[src/rtl/pwm_pkg.sv]
// pwm_pkg: shared defaults, reset constants and count-direction encoding for pwm_multi.
package pwm_pkg;

    localparam int PWM_DEF_WIDTH       = 8;
    localparam int PWM_DEF_CHANNELS    = 4;
    localparam int PWM_DEF_PRESC_WIDTH = 8;

    // Reset period is all-ones; sliced down to the instance WIDTH (max 16).
    localparam logic [15:0] PWM_RESET_PERIOD = 16'hFFFF;

    typedef enum logic {
        DIR_UP   = 1'b0,
        DIR_DOWN = 1'b1
    } dir_e;

endpackage

[src/rtl/pwm_prescaler.sv]
// pwm_prescaler: emits a one-clk tick every prescale+1 enabled clock cycles; held clear while disabled.
module pwm_prescaler
    import pwm_pkg::*;
#(
    parameter int PRESC_WIDTH = PWM_DEF_PRESC_WIDTH
) (
    input  logic                   clk,
    input  logic                   rst_n,
    input  logic                   enable,
    input  logic [PRESC_WIDTH-1:0] prescale,
    output logic                   tick
);

    logic [PRESC_WIDTH-1:0] presc_cnt;

    assign tick = enable && (presc_cnt >= prescale);

    always_ff @(posedge clk or negedge rst_n) begin
        if (!rst_n) begin
            presc_cnt <= '0;
        end else if (!enable || tick) begin
            presc_cnt <= '0;
        end else begin
            presc_cnt <= presc_cnt + 1'b1;
        end
    end

endmodule

[src/rtl/pwm_multi.sv]
// pwm_multi: shared-counter multi-channel PWM with shadowed config applied only at period boundaries.
// Defining PWM_CENTER_EN adds the center_mode input and up/down (center-aligned) counting.
module pwm_multi
    import pwm_pkg::*;
#(
    parameter int CHANNELS    = PWM_DEF_CHANNELS,
    parameter int WIDTH       = PWM_DEF_WIDTH,
    parameter int PRESC_WIDTH = PWM_DEF_PRESC_WIDTH
) (
    input  logic                      clk,
    input  logic                      rst_n,
    input  logic                      enable,
    input  logic                      cfg_valid,
    output logic                      cfg_ready,
    input  logic [WIDTH-1:0]          period,
    input  logic [PRESC_WIDTH-1:0]    prescale,
    input  logic [CHANNELS*WIDTH-1:0] duty,
    input  logic [CHANNELS-1:0]       polarity,
`ifdef PWM_CENTER_EN
    input  logic                      center_mode,
`endif
    output logic [CHANNELS-1:0]       pwm_out,
    output logic                      period_start,
    output logic [WIDTH-1:0]          count
);

    logic [WIDTH-1:0]          period_pend, period_act;
    logic [PRESC_WIDTH-1:0]    prescale_pend, prescale_act;
    logic [CHANNELS*WIDTH-1:0] duty_pend, duty_act;
    logic [CHANNELS-1:0]       polarity_pend, polarity_act;
    logic                      pend_full;
    logic                      start_wait;
    logic                      tick;
    logic                      wrap;
    logic                      take;
    logic                      apply;
    logic [WIDTH-1:0]          count_nxt;
    logic [WIDTH-1:0]          count_dec;
    logic [CHANNELS-1:0]       raw;
`ifdef PWM_CENTER_EN
    logic                      center_pend, center_act;
    dir_e                      dir, dir_nxt;
`endif

    assign take      = cfg_valid && !pend_full;
    assign apply     = pend_full && (!enable || wrap);
    assign cfg_ready = !pend_full;
    assign count_dec = count - 1'b1;

    pwm_prescaler #(
        .PRESC_WIDTH(PRESC_WIDTH)
    ) u_prescaler (
        .clk     (clk),
        .rst_n   (rst_n),
        .enable  (enable),
        .prescale(prescale_act),
        .tick    (tick)
    );

    // The first tick after enable is treated as a boundary so period_start marks the start of counting.
    always_comb begin
        count_nxt = count;
        wrap      = 1'b0;
`ifdef PWM_CENTER_EN
        dir_nxt   = dir;
`endif
        if (tick) begin
            if (start_wait) begin
                count_nxt = '0;
                wrap      = 1'b1;
`ifdef PWM_CENTER_EN
                dir_nxt   = DIR_UP;
`endif
            end
`ifdef PWM_CENTER_EN
            else if (center_act && (period_act != '0)) begin
                if (dir == DIR_UP) begin
                    if (count >= period_act) begin
                        count_nxt = count_dec;
                        if (count_dec == '0) begin
                            wrap = 1'b1;
                        end else begin
                            dir_nxt = DIR_DOWN;
                        end
                    end else begin
                        count_nxt = count + 1'b1;
                    end
                end else if (count <= WIDTH'(1)) begin
                    count_nxt = '0;
                    wrap      = 1'b1;
                    dir_nxt   = DIR_UP;
                end else begin
                    count_nxt = count_dec;
                end
            end
`endif
            else if (count >= period_act) begin
                count_nxt = '0;
                wrap      = 1'b1;
            end else begin
                count_nxt = count + 1'b1;
            end
        end
    end

    // Capture and apply are exclusive: capture needs an empty slot, apply needs a full one.
    always_ff @(posedge clk or negedge rst_n) begin
        if (!rst_n) begin
            pend_full     <= 1'b0;
            period_pend   <= '0;
            prescale_pend <= '0;
            duty_pend     <= '0;
            polarity_pend <= '0;
            period_act    <= PWM_RESET_PERIOD[WIDTH-1:0];
            prescale_act  <= '0;
            duty_act      <= '0;
            polarity_act  <= '0;
`ifdef PWM_CENTER_EN
            center_pend   <= 1'b0;
            center_act    <= 1'b0;
`endif
        end else if (take) begin
            pend_full     <= 1'b1;
            period_pend   <= period;
            prescale_pend <= prescale;
            duty_pend     <= duty;
            polarity_pend <= polarity;
`ifdef PWM_CENTER_EN
            center_pend   <= center_mode;
`endif
        end else if (apply) begin
            pend_full     <= 1'b0;
            period_act    <= period_pend;
            prescale_act  <= prescale_pend;
            duty_act      <= duty_pend;
            polarity_act  <= polarity_pend;
`ifdef PWM_CENTER_EN
            center_act    <= center_pend;
`endif
        end
    end

    always_ff @(posedge clk or negedge rst_n) begin
        if (!rst_n) begin
            count        <= '0;
            start_wait   <= 1'b1;
            period_start <= 1'b0;
`ifdef PWM_CENTER_EN
            dir          <= DIR_UP;
`endif
        end else if (!enable) begin
            count        <= '0;
            start_wait   <= 1'b1;
            period_start <= 1'b0;
`ifdef PWM_CENTER_EN
            dir          <= DIR_UP;
`endif
        end else begin
            count        <= count_nxt;
            period_start <= wrap;
            if (tick) begin
                start_wait <= 1'b0;
            end
`ifdef PWM_CENTER_EN
            dir          <= dir_nxt;
`endif
        end
    end

    for (genvar i = 0; i < CHANNELS; i++) begin : g_cmp
        assign raw[i] = count < duty_act[i*WIDTH +: WIDTH];
    end

    always_ff @(posedge clk or negedge rst_n) begin
        if (!rst_n) begin
            pwm_out <= '0;
        end else if (!enable) begin
            pwm_out <= polarity_act;
        end else begin
            pwm_out <= raw ^ polarity_act;
        end
    end

endmodule

[config.mk]
export PLATFORM = sky130hd
export DESIGN_NAME = pwm_multi
export DESIGN_NICKNAME = d
export VERILOG_FILES = /design/src/rtl/pwm_pkg.sv /design/src/rtl/pwm_prescaler.sv /design/src/rtl/pwm_multi.sv
export SDC_FILE = /design/constraint.sdc
export NUM_CORES = 1
export LEC_CHECK = 0
export BUFFER_PORTS_ARGS = -buffer_cell sky130_fd_sc_hd__buf_2
export CAP_MARGIN = 20
export CORE_ASPECT_RATIO = 0.5
export CORE_MARGIN = 5
export CORE_UTILIZATION = 60
export CTS_BUF_LIST = sky130_fd_sc_hd__clkbuf_4 sky130_fd_sc_hd__clkbuf_8
export CTS_CLUSTER_SIZE = 20
export DETAILED_ROUTE_END_ITERATION = 12
export PLACE_DENSITY = 0.82
export SLEW_MARGIN = 20
export SYNTH_ARGS = -nofsm -noshare
export SYNTH_HDL_FRONTEND = slang
export SYNTH_SLANG_ARGS = --single-unit
export TNS_END_PERCENT = 50
[constraint.sdc]
create_clock -name clk -period 3.6 [get_ports clk]
set_input_delay 0.72 -clock clk [delete_from_list [all_inputs] [get_ports clk]]
set_output_delay 0.72 -clock clk [all_outputs]
set_load 0.02 [all_outputs]
==> results.toml, run 1 <==
[placement]
io_buffers = 69
hpwl_mm = 8.10
dp_cells = 662
place_area_um2 = 6540
gp_congestion = 0.859
post-place-ws_ns = 0.768

[global_routing]
grt_pass1_wl_mm = 19.6
grt.total_usage_pct = 20.2
antenna_found_initial = 0
grt_pass1_vias = 4013
grt_max_degree = 67
gr-total-overflow = 0

[power_and_ir_drop]
p_clk_share_pct = 29.3
ir_worst_vdd_mv = 0.266
p_per_area_nw_per_um2 = 706
switching_power_mw = 1.39
p_int_mw = 3.56
p_leak_nw = 3.44
swShare_pct = 28.1
power_frac_comb_pct = 25.4
seqPwrFrac_pct = 45.2

[timing]
fmaxAchievable_mhz = 349
final_max_slew_viol_count = 0
finalClockSkew_ns = 0.00985
period_share_pct = 79.5
finalWorstSetupSlack_ns = 0.738
finalSetupViolCount = 0
worst_pin_slew_ns = 0.935
slew_headroom_pct = 37.1
rsz0062_at_grt = "false"
finalHoldViolCount = 0
fin_crit_ns = 2.86
tns_ns = 0

[detailed_routing]
drc_errors = 0
first_pass_iters = 5
wl_per_cell_um = 16.6
vias_per_cell = 5.43
routed_wl_mm = 11.5
vias = 3766
antenna_left = 0
first_iter_violations = 187

[yosys]
netlist_instances = 466
ys_async_sr_fraction_pct = 100
synth.top_cell.area_share_pct = 48.9
syn_nets = 568
synth_edf_count = 0
synthTopCellsByCount = "dfrtp_1 (118), mux2_2 (100), ha_1 (46), inv_1 (46), a21oi_1 (18)"
syn_area_um2 = 6040
synth.most_common_cell = "dfrtp_1"
synth_flop_cell = "dfrtp_1"
seq_area_frac_synth_pct = 52.8
synth_area_leader_cell = "dfrtp_1"
yosys_warnings = 0
yosys-top-cells-area = "dfrtp_1 (49%), mux2_2 (19%), ha_1 (9.5%), dfstp_2 (3.9%), inv_1 (2.9%)"
synth.avg_cell_area_um2 = 13.0
synth_seq_cells = 127
ys_types = 41

[floorplanning]
die_w_um = 152
dieArea_um2 = 12300
coreArea_um2 = 9630
pin_count = 70
core.rowCount = 25
fp.dieH_um = 80.9
initial_utilization_pct = 62.7

[worst_setup_path]
cpMaxStageDelayCell = "dfrtp_1"
path_class = "reg2reg"
critPathMaxStageDelay_ns = 0.59
worst_ep_arrival_time_ns = 3.17
critical_path_required_ns = 3.91
end_kind = "register"
path_max_fanout = 32
start_kind = "register"
critical_path.cell_chain = "ha_1, a21o_1, a2111oi_4, a21oi_2, o21ai_4, buf_4, mux2_2"

[finish]
synthToLayoutAreaGrowth_pct = 16.2
drive_above_1_share_pct = 39.7
instances_no_fill = 694
postLayoutCellArea_um2 = 7020
fin_nets = 648
n_fill_cell = 668
n_antenna_cell = 0

[job]
cap_violations = 0

[clocking]
clk_pin_slew_ns = 0.07
clock_latency_ns = 0.43
cts_tree = "done"
cts_sinks = 127
postCtsHoldBufs = 0
cts_made_buffers = 17
cts_root_buf = "clkbuf_8"
h-tree-depth = 4
postCtsSetupRepairBufs = 0
cts_buffer_depth = 2
cts_resized = 0

[run_status]
status = "finished, final reports clean"

[min_path]
hold_class = "in2async"
## power by group through the flow
stage	Combinational (mW)	Sequential, mW	Clock, mW
after detailed placement	1.26	2.26	0
final	1.26	2.24	1.45
after global routing	1.42	2.30	1.55
after global placement	1.18	2.24	0
after CTS	1.28	2.24	1.48
after floorplan	0.964	2.19	0
## cell type report
type,count,area [µm²],share of cell area [%]
sequential,127,3190,45.5
multi-input combinational,279,2590,36.9
timing repair buffer,75,418,5.96
clock buffer,23,298,4.24
clock inverter,9,180,2.57
inverter,46,173,2.46
tap,135,169,2.41
## worst max-delay path, delay by kind of cell (launching register included)
| family | cells | cell delay (ns) |
|---|---|---|
| buf+inv | 1 | 0.39 |
| mux | 1 | 0.39 |
| flops | 1 | 0.59 |
| compound gates | 4 | 1.04 |
| fa+ha+maj | 1 | 0.32 |
## per-stage QoR
step | total power [mW] | hold WS (ns) | utilization, %
floorplan | 3.16 | 0.424 | -
detailed placement | 3.52 | 0.466 | 67.9
finish | 4.95 | 0.266 | 72.8
CTS | 5.00 | 0.267 | 72.8
global placement | 3.42 | 0.448 | 67.9
global route | 5.27 | 0.295 | 72.8
## worst paths after layout
check                                 from             to  slack [ns]  depth (start not counted)
max                               count[6]   duty_act[21]        0.74                          7
min                                  rst_n   duty_act[10]        0.27                          1
max reg2reg                       count[6]   duty_act[21]        0.74                          7
min reg2reg                polarity_act[1]     pwm_out[1]        0.47                          1
max in group asynchronous            rst_n  period_act[5]        2.56                          2
min in group clk           polarity_act[1]     pwm_out[1]        0.47                          1
## metal layers
layer | global-route usage [%] | share of wire (%) | vias to the layer above
li1 | - | - | 1798
met1 | 26.6 | 46 | 1876
met2 | 33.5 | 48 | 77
met3 | 5.11 | 5.0 | 15
met4 | 6.73 | 1.2 | 0
met5 | 0 | 0 | -
## registers in the layout, summed over array words and instances (netlist names), 8 cells and up
signal / flops
count: 8
duty_act: 32
duty_pend: 32
period_act: 8
period_pend: 8
prescale_act: 8
prescale_pend: 8
u_prescaler.presc_cnt: 8
## cells in the final DEF (no fill, tap or decap), types with 3 or more instances in the layout
master     Yosys  final
nand2_1       13     13
a211oi_1       4      4
nand2b_1       5      5
a21o_1         6      6
and3_1         6      6
clkbuf_8       0     20
nand4_1        3      3
o211ai_1       4      4
o21ai_0       12     12
inv_1         46     46
mux2_2       100    100
nand3_1        9      9
ha_1          46     46
dfrtp_1      118    118
a21oi_1       18     18
a32o_1         3      3
bufinv_16      0      5
mux2_1         4      4
xor2_1         5      5
clkbuf_4       0      3
buf_4          1      5
xnor2_1        5      5
nor2_1        11     11
dfstp_2        9      9
nor3b_1        3      3
buf_2          0     68
## logic make-up after synthesis
group           share of synthesized area (%)
mux                                      19.4
xor+xnor                                 1.45
compound gates                           7.52
simple gates                             4.87
fa+ha+maj                                9.53
buf+inv                                  4.41
flops                                    52.8
No activity file was read; power rests on OpenSTA's default activity.
==> run 2: changes to the inputs <==
--- a/config.mk
+++ b/config.mk
@@ -9,11 +9,11 @@
 export CAP_MARGIN = 20
 export CORE_ASPECT_RATIO = 0.5
 export CORE_MARGIN = 5
-export CORE_UTILIZATION = 60
+export CORE_UTILIZATION = 55
 export CTS_BUF_LIST = sky130_fd_sc_hd__clkbuf_4 sky130_fd_sc_hd__clkbuf_8
 export CTS_CLUSTER_SIZE = 20
 export DETAILED_ROUTE_END_ITERATION = 12
-export PLACE_DENSITY = 0.82
+export PLACE_DENSITY = 0.79
 export SLEW_MARGIN = 20
 export SYNTH_ARGS = -nofsm -noshare
 export SYNTH_HDL_FRONTEND = slang
==> constraint.sdc (replaced) <==
create_clock -name clk -period 2.4 [get_ports clk]
set_input_delay 0.48 -clock clk [delete_from_list [all_inputs] [get_ports clk]]
set_output_delay 0.48 -clock clk [all_outputs]
set_load 0.02 [all_outputs]
==> results.toml, run 2 (synthesis results as in run 1) <==
[timing]
worst_pin_slew_ns = 0.692
tns_ns = -4.36
rsz0062_at_grt = "true"
fmaxAchievable_mhz = 398
finalWorstSetupSlack_ns = -0.113
finalHoldViolCount = 0
slew_headroom_pct = 53.9
holdWs_ns = 0.0935
finalClockSkew_ns = 0.0152
finalSetupViolCount = 52
period_share_pct = 105
fin_crit_ns = 2.51
final_max_slew_viol_count = 0

[finish]
drive_above_1_share_pct = 44.4
postLayoutCellArea_um2 = 7290
n_antenna_cell = 0
fin_nets = 669
top_regs = "duty_act x32, duty_pend x32"
fin_util_pct = 67.0
layout_commonest_cell = "dfrtp_1"
synthToLayoutAreaGrowth_pct = 20.8
layout_common_cells = "dfrtp_1 (113), mux2_2 (86), buf_2 (68)"

[job]
cap_violations = 0

[floorplanning]
initial_utilization_pct = 55.5
die_w_um = 158
core.rowCount = 27
fp.dieH_um = 84.1
dieArea_um2 = 13300
coreArea_um2 = 10900
pin_count = 70

[clocking]
h-tree-depth = 4
cts_root_buf = "clkbuf_8"
cts_made_buffers = 17
cts_buffer_depth = 2
cts_tree = "done"
clock_latency_ns = 0.45
cts_sinks = 127
clk_pin_slew_ns = 0.08
postCtsHoldBufs = 0

[detailed_routing]
first_iter_violations = 192
vias = 3875
vias_per_cell = 5.35
drc_errors = 0
routed_wl_mm = 12.1
antenna_left = 0
first_pass_iters = 4
wl_per_cell_um = 16.8

[power_and_ir_drop]
ir_worst_vdd_mv = 0.394
p_leak_nw = 3.62
p_per_area_nw_per_um2 = 1010

[global_routing]
grt_max_degree = 128
grt_pass1_vias = 4072
gr-total-overflow = 0
grt.total_usage_pct = 19.4
grt_pass1_wl_mm = 20.0
antenna_found_initial = 0

[placement]
hpwl_mm = 7.89
gp_congestion = 0.794
place_area_um2 = 6770
io_buffers = 69

[run_status]
status = "complete, but fails checks"
violations = "negative setup slack"

[worst_setup_path]
reg2regPathDepth = 9
worst_ep_arrival_time_ns = 2.84
end_kind = "register"
critPathMaxStageDelay_ns = 0.53
path_class = "reg2reg"
start_kind = "register"
path_max_fanout = 19
ff2ff_setup_slack_ns = -0.11
cpMostUsedCell = "buf_12"
cpMaxStageDelayCell = "dfstp_2"
critical_path.top_delay_family = "compound AO/OA/AOI/OAI gates"
rr_endpoint = "duty_act[10]"
worst-path-buf-inv = 3
rr_startpoint = "period_act[6]"
critical_path_required_ns = 2.73
critical_path.cell_chain = "inv_2, ha_4, a21o_1, a2111oi_4, a21oi_4, o21ai_4, buf_12, buf_12, mux2_2"

[min_path]
hold_class = "in2async"
[run 2: stage by stage]
stage               setup WS [ns]  power (mW)  instances
floorplan                 -0.0311        4.84        466
global placement           0.0118        5.26        688
detailed placement        -0.0666        5.40        688
CTS                       -0.0235        7.38        722
global route               -0.185        7.87        724
finish                     -0.113        7.39        724
[run 2: timing repair]
| item | CTS | global route |
|---|---|---|
| pin swaps | 2 | 1 |
| setup buffers | 2 | 2 |
| cloned | 1 | 0 |
| setup endpoints to repair | 52 | 52 |
| gates resized for setup | 3 | 9 |
| hold endpoints to repair | 0 | 0 |
[run 2: layer usage]
metal	track usage, %	part of all wire, %	vias up
li1	-	-	1844
met1	26.2	46	1923
met2	30.1	46	92
met3	5.59	5.7	16
met4	6.66	1.5	0
met5	0	0	-
[run 2: final cells by class]
type                    count  area (µm²)
clock buffers              20         269
clock inverters            11         140
fillers                   801        3580
inverters                  46         173
multi-input cells         279        2710
flip-flops and latches    127        3200
well taps                 145         181
repair buffers             96         628
[run 2: how the worst max path moves through the flow]
stage	depth (start not counted)	end	slack [ns]	start
final	9	duty_act[10]	-0.11	period_act[6]
after global placement	9	duty_act[10]	0.01	period_act[5]
after CTS	9	prescale_act[0]	-0.02	period_act[6]
after detailed placement	9	duty_act[16]	-0.07	period_act[5]
after global routing	9	duty_act[10]	-0.18	period_act[6]
after floorplan	8	duty_act[0]	-0.03	count[5]
[run 2: report_power, final]
group / total, mW / internal, mW / switching [mW]
clock: 1.92 / 1.08 / 0.843
sequential: 3.37 / 2.95 / 0.422
combinational: 2.10 / 1.21 / 0.884
total: 7.39 / 5.24 / 2.15
